--- src/rtl/fetch_stage_pkg.sv ---
// Shared definitions for the ARM-subset pipeline.
// Holds datapath width, the bubble instruction, the sequential PC step,
// the "always" condition code and the opcode-class encoding used by decode.
// Also defines the per-cycle mode of the fetch stage.
package fetch_stage_pkg;

    localparam int DATA_WIDTH = 32;
    localparam logic [DATA_WIDTH-1:0] NOP_INSTR = 32'h0000_0000;
    localparam int PC_STEP = 4;

    // Condition field value meaning "execute unconditionally".
    localparam logic [3:0] COND_AL = 4'b1110;

    // Instruction class in bits [27:26].
    typedef enum logic [1:0] {
        OPC_DP     = 2'b00,
        OPC_MEM    = 2'b01,
        OPC_BRANCH = 2'b10
    } opclass_t;

    // Fetch behaviour for the current cycle, derived from the inputs only.
    typedef enum logic [1:0] {
        MODE_RUN      = 2'b00,
        MODE_HOLD     = 2'b01,
        MODE_REDIRECT = 2'b10
    } fetch_mode_t;

    function automatic logic [1:0] instr_class(input logic [DATA_WIDTH-1:0] instr);
        return instr[27:26];
    endfunction

endpackage

--- src/rtl/fetch_stage_if.sv ---
// Bus between the fetch stage and its surroundings.
// master: fetch stage side (drives imem_addr and the IF/ID outputs).
// slave : environment side (instruction memory, hazard unit, EXE branch
//         resolution and the decode stage).
interface fetch_stage_if;
    import fetch_stage_pkg::*;

    logic                  freeze;
    logic                  branch_taken;
    logic [DATA_WIDTH-1:0] branch_addr;
    logic [DATA_WIDTH-1:0] imem_addr;
    logic [DATA_WIDTH-1:0] imem_data;
    logic [DATA_WIDTH-1:0] id_pc;
    logic [DATA_WIDTH-1:0] id_instr;
    logic                  id_valid;
    logic [31:0]           fetch_count;

    modport master (
        input  freeze, branch_taken, branch_addr, imem_data,
        output imem_addr, id_pc, id_instr, id_valid, fetch_count
    );

    modport slave (
        output freeze, branch_taken, branch_addr, imem_data,
        input  imem_addr, id_pc, id_instr, id_valid, fetch_count
    );
endinterface

--- src/rtl/fetch_stage_pipe_reg_if_id.sv ---
// Generic pipeline register carrying PC+4, instruction and valid.
// Ports: clk, srst (sync active-high clear), freeze (hold), flush (sync
// clear to a bubble), in_* next values, out_* registered values.
// Priority: srst, flush, freeze, load.
module pipe_reg_if_id
    import fetch_stage_pkg::*;
#(
    parameter int                    WIDTH = DATA_WIDTH,
    parameter logic [WIDTH-1:0]      NOP   = NOP_INSTR
) (
    input  logic             clk,
    input  logic             srst,
    input  logic             freeze,
    input  logic             flush,
    input  logic [WIDTH-1:0] in_pc,
    input  logic [WIDTH-1:0] in_instr,
    input  logic             in_valid,
    output logic [WIDTH-1:0] out_pc,
    output logic [WIDTH-1:0] out_instr,
    output logic             out_valid
);

    logic [WIDTH-1:0] pc_reg;
    logic [WIDTH-1:0] instr_reg;
    logic             valid_reg;

    always_ff @(posedge clk) begin
        if (srst || flush) begin
            pc_reg    <= '0;
            instr_reg <= NOP;
            valid_reg <= 1'b0;
        end else if (!freeze) begin
            pc_reg    <= in_pc;
            instr_reg <= in_instr;
            valid_reg <= in_valid;
        end
    end

    assign out_pc    = pc_reg;
    assign out_instr = instr_reg;
    assign out_valid = valid_reg;

endmodule

--- src/rtl/fetch_stage.sv ---
// Instruction-fetch stage: owns the PC, presents it to the combinational
// instruction memory and latches instruction + PC+4 into IF/ID.
// Ports: clk, rst (sync active-high), bus (fetch_stage_if.master) carrying
// freeze/branch inputs, the imem address/data pair, IF/ID outputs and
// the count of valid instructions latched since reset.
module fetch_stage
    import fetch_stage_pkg::*;
#(
    parameter logic [DATA_WIDTH-1:0] RESET_PC = 32'h0000_0000
) (
    input  logic            clk,
    input  logic            rst,
    fetch_stage_if.master   bus
);

    localparam logic [DATA_WIDTH-1:0] STEP = DATA_WIDTH'(PC_STEP);

    fetch_mode_t           mode;
    logic [DATA_WIDTH-1:0] pc_reg;
    logic [DATA_WIDTH-1:0] pc_next;
    logic [DATA_WIDTH-1:0] pc_plus_step;
    logic [31:0]           count_reg;
    logic [31:0]           count_next;

    // A redirect wins over a hazard hold; the wrong-path fetch is dropped.
    always_comb begin
        mode = MODE_RUN;
        if (bus.branch_taken) begin
            mode = MODE_REDIRECT;
        end else if (bus.freeze) begin
            mode = MODE_HOLD;
        end
    end

    // Wraps modulo 2^DATA_WIDTH by construction.
    assign pc_plus_step = pc_reg + STEP;

    always_comb begin
        pc_next    = pc_reg;
        count_next = count_reg;
        case (mode)
            MODE_RUN: begin
                pc_next    = pc_plus_step;
                count_next = count_reg + 32'd1;
            end
            MODE_REDIRECT: pc_next = bus.branch_addr;
            default: ;
        endcase
    end

    always_ff @(posedge clk) begin
        if (rst) begin
            pc_reg    <= RESET_PC;
            count_reg <= '0;
        end else begin
            pc_reg    <= pc_next;
            count_reg <= count_next;
        end
    end

    pipe_reg_if_id #(
        .WIDTH (DATA_WIDTH),
        .NOP   (NOP_INSTR)
    ) u_if_id (
        .clk       (clk),
        .srst      (rst),
        .freeze    (mode == MODE_HOLD),
        .flush     (mode == MODE_REDIRECT),
        .in_pc     (pc_plus_step),
        .in_instr  (bus.imem_data),
        .in_valid  (1'b1),
        .out_pc    (bus.id_pc),
        .out_instr (bus.id_instr),
        .out_valid (bus.id_valid)
    );

    assign bus.imem_addr   = pc_reg;
    assign bus.fetch_count = count_reg;

endmodule

--- src/flat_wrapper.sv ---
// flat-port wrapper written by rule: the top's interface ports become plain ports
module fetch_stage_flat import fetch_stage_pkg::*;
#(
    parameter logic [DATA_WIDTH-1:0] RESET_PC = 32'h0000_0000
)
  (clk, rst, bus_freeze, bus_branch_taken, bus_branch_addr, bus_imem_data, bus_imem_addr, bus_id_pc, bus_id_instr, bus_id_valid, bus_fetch_count);
  fetch_stage_if bus_i ();
  input  logic clk;
  input  logic rst;
  input wire logic [$bits(bus_i.freeze)-1:0] bus_freeze;
  input wire logic [$bits(bus_i.branch_taken)-1:0] bus_branch_taken;
  input wire logic [$bits(bus_i.branch_addr)-1:0] bus_branch_addr;
  input wire logic [$bits(bus_i.imem_data)-1:0] bus_imem_data;
  output wire logic [$bits(bus_i.imem_addr)-1:0] bus_imem_addr;
  output wire logic [$bits(bus_i.id_pc)-1:0] bus_id_pc;
  output wire logic [$bits(bus_i.id_instr)-1:0] bus_id_instr;
  output wire logic [$bits(bus_i.id_valid)-1:0] bus_id_valid;
  output wire logic [$bits(bus_i.fetch_count)-1:0] bus_fetch_count;
  assign bus_i.freeze = bus_freeze;
  assign bus_i.branch_taken = bus_branch_taken;
  assign bus_i.branch_addr = bus_branch_addr;
  assign bus_i.imem_data = bus_imem_data;
  assign bus_imem_addr = bus_i.imem_addr;
  assign bus_id_pc = bus_i.id_pc;
  assign bus_id_instr = bus_i.id_instr;
  assign bus_id_valid = bus_i.id_valid;
  assign bus_fetch_count = bus_i.fetch_count;
  fetch_stage #(.RESET_PC(RESET_PC)) u_core (.clk(clk), .rst(rst), .bus(bus_i));
endmodule
--- config.mk ---
export PLATFORM = sky130hd
export DESIGN_NAME = fetch_stage_flat
export DESIGN_NICKNAME = d
export VERILOG_FILES = /design/src/rtl/fetch_stage_pkg.sv /design/src/rtl/fetch_stage_if.sv /design/src/rtl/fetch_stage_pipe_reg_if_id.sv /design/src/rtl/fetch_stage.sv /design/src/flat_wrapper.sv
export SDC_FILE = /design/constraint.sdc
export NUM_CORES = 1
export LEC_CHECK = 0
export BUFFER_PORTS_ARGS = -buffer_cell sky130_fd_sc_hd__buf_4
export CORE_MARGIN = 2
export CORE_UTILIZATION = 53
export DETAILED_ROUTE_END_ITERATION = 12
export GPL_TIMING_DRIVEN = 0
export MAX_ROUTING_LAYER = met4
export PLACE_DENSITY_LB_ADDON = 0.25
export SETUP_SLACK_MARGIN = 0.05
export SLEW_MARGIN = 25
export SYNTH_ARGS = -nofsm -noshare
export SYNTH_HDL_FRONTEND = slang
export SYNTH_SLANG_ARGS = --single-unit
--- constraint.sdc ---
create_clock -name clk -period 4.06 [get_ports clk]
set_input_delay 0 -clock clk [delete_from_list [all_inputs] [get_ports clk]]
set_output_delay 0 -clock clk [all_outputs]
set_load 0.1 [all_outputs]
## Yosys cells after proc, flatten, opt, wreduce, memory -nomap -nowiden

Cells that the tools add are included.

| storage, ports and cells | value |
|---|---|
| register bits | 129 |
| input bits | 68 |

| cells by class | value |
|---|---|
| add/sub/neg operators | 2 |
| eq/ne operators | 2 |
| multiplexer cells | 3 |
| reductions and logical operators | 3 |

Operator list:

| kind | number |
|---|---|
| 32-bit case mux with 2 select lines | 1 |
| 32-bit by 1-bit adder with 32-bit output, second input constant | 1 |
| 32-bit by 3-bit adder with 32-bit output, second input constant | 1 |
| 2-bit by 1-bit equality test with 1-bit output, second input constant | 1 |
| 2-bit equality test, second input constant | 1 |
| 2-bit logical NOT | 1 |
| 2-bit two-way mux | 1 |
| 2-bit nonzero test | 1 |
| 1-bit logical OR | 1 |
| 1-bit two-way mux | 1 |

## Depth between registers and ports, before layout

| logic depth | value |
|---|---|
| depth after elaboration | 4 |
| mapped depth | 7 |
| mapped depth without buffers | 5 |

## Modules after synthesis

From an unflattened synthesis, not the netlist that was laid out.

| unflattened totals | value |
|---|---|
| cell total of the unflattened synthesis | 699 |
| area, all modules | 6194.7 um^2 |

By module, submodules not included:

| module | times used | cells each | area each (um^2) | sequential area each (um^2) |
|---|---|---|---|---|
| fetch_stage | 1 | 489 | 3856.2 | 1281.2 |
| pipe_reg_if_id | 1 | 210 | 2338.5 | 1301.2 |

## Least setup slack after synthesis

Ideal clock, no wire load.

| timing path | value |
|---|---|
| path kind | register to register |
| from | register u_core.pc_reg[3], in the netlist u_core.bus.imem_addr[3] |
| to | register u_core.pc_reg[20], in the netlist u_core.bus.imem_addr[20] |
| setup time | 91 ps |
| arrival | 2808 ps |
| required time | 3969 ps |
| path slack | 1161 ps |
| cell stages (with the launch flop) | 7 |
| buffers on the path | 1 |
| period minus slack after synthesis | 2899 ps |
| cells stage by stage | dfxtp_1 -> ha_1 -> nand4_1 -> buf_2 -> nor3_4 -> or4b_2 -> a311oi_1 |

| between the ends | value |
|---|---|
| cells in the longest elaborated chain, start to end | 2 |

RTL lines:

| item | RTL line | RTL |
|---|---|---|
| start: declaration | fetch_stage.sv:19 | `logic [DATA_WIDTH-1:0] pc_reg;` |
| start signal: assignment | fetch_stage.sv:56 | `pc_reg <= pc_next;` |
| 32-bit by 3-bit adder with 32-bit output | fetch_stage.sv:36 | `assign pc_plus_step = pc_reg + STEP;` |
| 32-bit case mux with 2 select lines | fetch_stage.sv:41 | `case (mode)` |

Every way passes these cells.
A chain may end at the register's enable or synchronous reset.

## Worst setup path after layout

| timing path | value |
|---|---|
| from | register u_core.pc_reg[2], in the netlist u_core.bus.imem_addr[2] |
| to | register u_core.pc_reg[20], in the netlist u_core.bus.imem_addr[20] |

The elaborated chain is that of the path after synthesis.

==> impl_metrics.xml <==
<?xml version="1.0" encoding="UTF-8"?>
<metrics>
  <group name="die">
    <metric name="dieHeight" unit="um">111</metric>
    <metric name="floorplan.rows" unit="">39</metric>
    <metric name="die_area" unit="um^2">12300</metric>
    <metric name="die-width" unit="um">111</metric>
    <metric name="initial_core_util" unit="%">53.7</metric>
    <metric name="floorplan.io_pins" unit="">197</metric>
    <metric name="core_area" unit="um^2">11300</metric>
  </group>
  <group name="cells_and_area">
    <metric name="area_growth_syn_to_layout" unit="%">46.5</metric>
    <metric name="post_route_cells_drive_above_1_share" unit="%">26.1</metric>
    <metric name="ff_latch_area" unit="um^2">2580</metric>
    <metric name="nFillCells" unit="">708</metric>
    <metric name="finish.cell_count_without_fillers" unit="">1133</metric>
    <metric name="nets" unit="">1049</metric>
    <metric name="diodes" unit="">0</metric>
    <metric name="multiInputGateArea" unit="um^2">3180</metric>
  </group>
  <group name="setup_path">
    <metric name="reg2reg_to" unit="">u_core.bus.imem_addr[20]$_SDFFE_PP0P_</metric>
    <metric name="cpLargestDelayFamily" unit="">simple AND/OR/NAND/NOR gates</metric>
    <metric name="critical_path_class" unit="">flop to flop</metric>
    <metric name="buf_inv_stages_crit_path" unit="">1</metric>
    <metric name="critical_path.max_fanout" unit="">10</metric>
    <metric name="r2r_cells" unit="">6</metric>
    <metric name="worstSetupStartpointType" unit="">flop</metric>
    <metric name="critical_path.cell_chain" unit="">ha_1, nand4_1, buf_2, nor3_4, or4b_2, a311oi_1</metric>
    <metric name="setup.worst_path.end_class" unit="">flop</metric>
    <metric name="critical-path-slowest-cell" unit="">sky130_fd_sc_hd__or4b_2</metric>
    <metric name="reg2reg_slack" unit="ps">1520</metric>
    <metric name="critical-path-max-stage-delay" unit="ps">620</metric>
    <metric name="worstPathArrival" unit="ps">2860</metric>
    <metric name="cp_num_cells" unit="">6</metric>
    <metric name="worst_r2r_startpoint" unit="">u_core.bus.imem_addr[2]$_SDFFE_PP0P_</metric>
    <metric name="worst-endpoint-required" unit="ps">4380</metric>
  </group>
  <group name="synth">
    <metric name="synth_area_leaders" unit="">sky130_fd_sc_hd__dfxtp_1 (43%), sky130_fd_sc_hd__mux2i_1 (6.0%), sky130_fd_sc_hd__nor2_1 (5.8%), sky130_fd_sc_hd__o21ai_0 (3.7%), sky130_fd_sc_hd__or4_1 (2.5%)</metric>
    <metric name="synth-seq-area-share" unit="%">42.7</metric>
    <metric name="syn-instance-count" unit="">703</metric>
    <metric name="synth_xor_xnor_area_share" unit="%">4.05</metric>
    <metric name="syn_area" unit="um^2">6050</metric>
    <metric name="mappedNetlistNets" unit="">773</metric>
    <metric name="syn-mean-instance-area" unit="um^2">8.61</metric>
    <metric name="area_share_of_and_or_nand_nor_cells_after_synthesis" unit="%">24.7</metric>
    <metric name="synthMuxAreaShare" unit="%">8.00</metric>
    <metric name="synth_commonest_cells" unit="">sky130_fd_sc_hd__dfxtp_1 (129), sky130_fd_sc_hd__nor2_1 (94), sky130_fd_sc_hd__o21ai_0 (45)</metric>
    <metric name="synth_top_area_cell" unit="">sky130_fd_sc_hd__dfxtp_1</metric>
    <metric name="synthDistinctLibCells" unit="">47</metric>
    <metric name="yosys_most_used_dff" unit="">sky130_fd_sc_hd__dfxtp_1</metric>
    <metric name="ys_async_sr_fraction" unit="%">0</metric>
    <metric name="most_repeated_cell_in_the_gate_level_netlist_after_synthesis" unit="">sky130_fd_sc_hd__dfxtp_1</metric>
    <metric name="synth_adder_area_share" unit="%">0.414</metric>
    <metric name="synth_compound_area_share" unit="%">15.4</metric>
    <metric name="dominant_combinational_cell_family_by_area_after_synthesis" unit="">simple AND/OR/NAND/NOR gates</metric>
    <metric name="synth_warnings" unit="">0</metric>
    <metric name="ys_seq_elements" unit="">129</metric>
    <metric name="synth_enable_flop_cells" unit="">0</metric>
    <metric name="synth_top_cell_area_share" unit="%">42.7</metric>
  </group>
  <group name="run">
    <metric name="maxcap_viol_count" unit="">0</metric>
  </group>
  <group name="place">
    <metric name="globalplace.congestion" unit="">0.909</metric>
    <metric name="dp_hpwl" unit="mm">14.1</metric>
    <metric name="place.detailed.instances" unit="">1040</metric>
    <metric name="buffer_ports.inserted" unit="">194</metric>
  </group>
  <group name="route">
    <metric name="detail_route.wl_per_cell" unit="um">18.9</metric>
    <metric name="first_iter_violations" unit="">636</metric>
    <metric name="route.detailed.drc" unit="">0</metric>
    <metric name="drt_pre_antenna_iters" unit="">5</metric>
    <metric name="antenna_left" unit="">0</metric>
    <metric name="detail_route.wirelength" unit="mm">21.4</metric>
    <metric name="vias" unit="">6736</metric>
    <metric name="vias_per_cell" unit="">5.95</metric>
  </group>
  <group name="pwr">
    <metric name="p_leak" unit="nW">3.63</metric>
    <metric name="comb_power_share" unit="%">19.7</metric>
    <metric name="max_rail_drop_vdd" unit="mV">0.336</metric>
    <metric name="power.internal" unit="mW">2.37</metric>
    <metric name="sequentialPowerShare" unit="%">39.1</metric>
    <metric name="power.switching_fraction" unit="%">32.0</metric>
    <metric name="p_sw" unit="mW">1.12</metric>
    <metric name="post-layout-total-power" unit="mW">3.49</metric>
    <metric name="pwr_cell_area" unit="nW/um^2">394</metric>
    <metric name="p_clk_share" unit="%">41.1</metric>
  </group>
  <group name="worst_hold_path">
    <metric name="worstHoldStart" unit="">bus_branch_addr[31]</metric>
    <metric name="hold_path.class" unit="">input pin to flop</metric>
    <metric name="min_delay_path_depth" unit="">5</metric>
    <metric name="hold-path-endpoint" unit="">u_core.bus.imem_addr[31]$_SDFFE_PP0P_</metric>
  </group>
  <group name="clocking">
    <metric name="tritoncts_clock_tree" unit="">done</metric>
    <metric name="worst_skew_pair.late_latency" unit="ps">420</metric>
    <metric name="clockRootBuffer" unit="">sky130_fd_sc_hd__clkbuf_16</metric>
    <metric name="post_cts_buffers" unit="">0</metric>
    <metric name="cts-buffers-inserted" unit="">17</metric>
    <metric name="clock_sink_count" unit="">129</metric>
    <metric name="cts-htree-levels" unit="">4</metric>
    <metric name="cts_hold_buf" unit="">63</metric>
    <metric name="post_cts_resize_count" unit="">0</metric>
    <metric name="cts_buffer_depth" unit="">2</metric>
    <metric name="clk_pin_slew_worst_paths" unit="ps">60</metric>
  </group>
  <group name="timing">
    <metric name="rsz0062_at_grt" unit="">false</metric>
    <metric name="relative_slew_slack" unit="%">45.0</metric>
    <metric name="final_max_slew_viol_count" unit="">0</metric>
    <metric name="finalSetupViolations" unit="">0</metric>
    <metric name="worst_clock_skew" unit="ps">14.1</metric>
    <metric name="worst_slew_pin_slew" unit="ps">821</metric>
    <metric name="hold_ws" unit="ps">32.9</metric>
    <metric name="finalCriticalPeriod" unit="ps">2540</metric>
    <metric name="hold_viol" unit="">0</metric>
    <metric name="final.period_utilization" unit="%">62.6</metric>
    <metric name="timing.fmax" unit="MHz">393</metric>
    <metric name="timing.setup.tns" unit="ps">0</metric>
  </group>
  <group name="global_route">
    <metric name="grt_util_all_layers" unit="%">34.7</metric>
    <metric name="first_global_vias" unit="">6656</metric>
    <metric name="antenna_found_initial" unit="">0</metric>
    <metric name="grt_pass1_wl" unit="mm">33.6</metric>
    <metric name="grt_start_max_net_pins" unit="">17</metric>
    <metric name="grt_remaining_overflow" unit="">0</metric>
  </group>
  <group name="outcome">
    <metric name="outcome" unit="">finished, final reports clean</metric>
  </group>
</metrics>
state kept, by name, indices dropped and copies added (netlist names):
signal                    count
u_core.bus.fetch_count       32
u_core.bus.imem_addr         32
u_core.u_if_id.out_instr     32
u_core.u_if_id.out_pc        32
u_core.u_if_id.out_valid      1
logic make-up after synthesis:
kind of cell | Yosys count
buf+inv | 72
simple gates | 280
flops | 129
xor+xnor | 28
compound gates | 145
mux | 47
fa+ha+maj | 2
final cells by class:
type                    instances  area share (%)
flip-flops and latches        129            29.1
clock inverters                10            1.00
well taps                     143            2.02
repair buffers                257            23.6
plain buffers                  56            2.61
inverters                      16           0.678
clock buffers                  20            5.15
multi-input cells             502            35.8
power groups by stage:
stage / Sequential (mW) / Combinational [mW] / Clock (mW)
3_3_place_gp: 1.38 / 0.618 / 0
2_1_floorplan: 1.68 / 0.156 / 0
6_report: 1.37 / 0.689 / 1.44
3_5_place_dp: 1.39 / 0.627 / 0
5_1_grt: 1.37 / 0.715 / 1.50
4_1_cts: 1.36 / 0.678 / 1.42
worst max path at each step:
stage,start,endpoint,slack (ps)
floorplan,u_core.bus.imem_addr[3]$_SDFFE_PP0P_,u_core.bus.imem_addr[20]$_SDFFE_PP0P_,1160
global placement,u_core.bus.imem_addr[3]$_SDFFE_PP0P_,u_core.bus.imem_addr[20]$_SDFFE_PP0P_,1710
detailed placement,u_core.bus.imem_addr[2]$_SDFFE_PP0P_,u_core.bus.imem_addr[20]$_SDFFE_PP0P_,1630
CTS,u_core.bus.imem_addr[2]$_SDFFE_PP0P_,u_core.bus.imem_addr[20]$_SDFFE_PP0P_,1610
global route,u_core.bus.imem_addr[2]$_SDFFE_PP0P_,u_core.bus.imem_addr[20]$_SDFFE_PP0P_,1410
finish,u_core.bus.imem_addr[2]$_SDFFE_PP0P_,u_core.bus.imem_addr[20]$_SDFFE_PP0P_,1520
per-layer routing:
metal	vias up	share of wire [%]	global-route usage [%]
met5	-	0	-
met4	0	3.1	15.4
met3	54	7.7	7.44
met2	354	49	58.0
met1	3203	40	40.3
li1	3125	-	-
metrics by stage:
stage	util, %	setup WS, ps	cell area (um^2)
6_report	78.6	1520	8860
5_1_grt	78.6	1410	8860
4_1_cts	78.6	1610	8860
3_5_place_dp	68.2	1630	7680
3_3_place_gp	68.2	1710	7680
2_1_floorplan	-	1160	6050
worst min-delay path: stages:
cell and delay, ps:
sky130_fd_sc_hd__buf_4 110, sky130_fd_sc_hd__inv_1 60, sky130_fd_sc_hd__a221oi_1 80, sky130_fd_sc_hd__o31ai_1 90, sky130_fd_sc_hd__a211oi_1 60
layout by cell type, fill, tap and decap left out, types with 5 or more instances in the layout:
cell,count
sky130_fd_sc_hd__o21ai_0,45
sky130_fd_sc_hd__dfxtp_1,129
sky130_fd_sc_hd__xnor2_1,16
sky130_fd_sc_hd__and3_1,6
sky130_fd_sc_hd__nand4_1,21
sky130_fd_sc_hd__mux2_2,11
sky130_fd_sc_hd__nor4_1,15
sky130_fd_sc_hd__a31oi_1,12
sky130_fd_sc_hd__nor3_1,14
sky130_fd_sc_hd__a2111oi_0,5
sky130_fd_sc_hd__a211oi_1,14
sky130_fd_sc_hd__clkbuf_1,40
sky130_fd_sc_hd__a21oi_1,28
sky130_fd_sc_hd__xor2_1,12
sky130_fd_sc_hd__clkbuf_16,17
sky130_fd_sc_hd__mux2i_1,36
sky130_fd_sc_hd__o31ai_1,17
sky130_fd_sc_hd__nor2b_1,12
sky130_fd_sc_hd__a311oi_1,13
sky130_fd_sc_hd__buf_2,11
sky130_fd_sc_hd__buf_4,196
sky130_fd_sc_hd__nor2_1,94
sky130_fd_sc_hd__nand3_1,16
sky130_fd_sc_hd__or4_1,20
sky130_fd_sc_hd__inv_1,16
sky130_fd_sc_hd__and4_1,12
sky130_fd_sc_hd__dlygate4sd3_1,63
sky130_fd_sc_hd__nand2_1,34
sky130_fd_sc_hd__or3_1,21
Note: power is estimated with default switching activity, not from simulation.
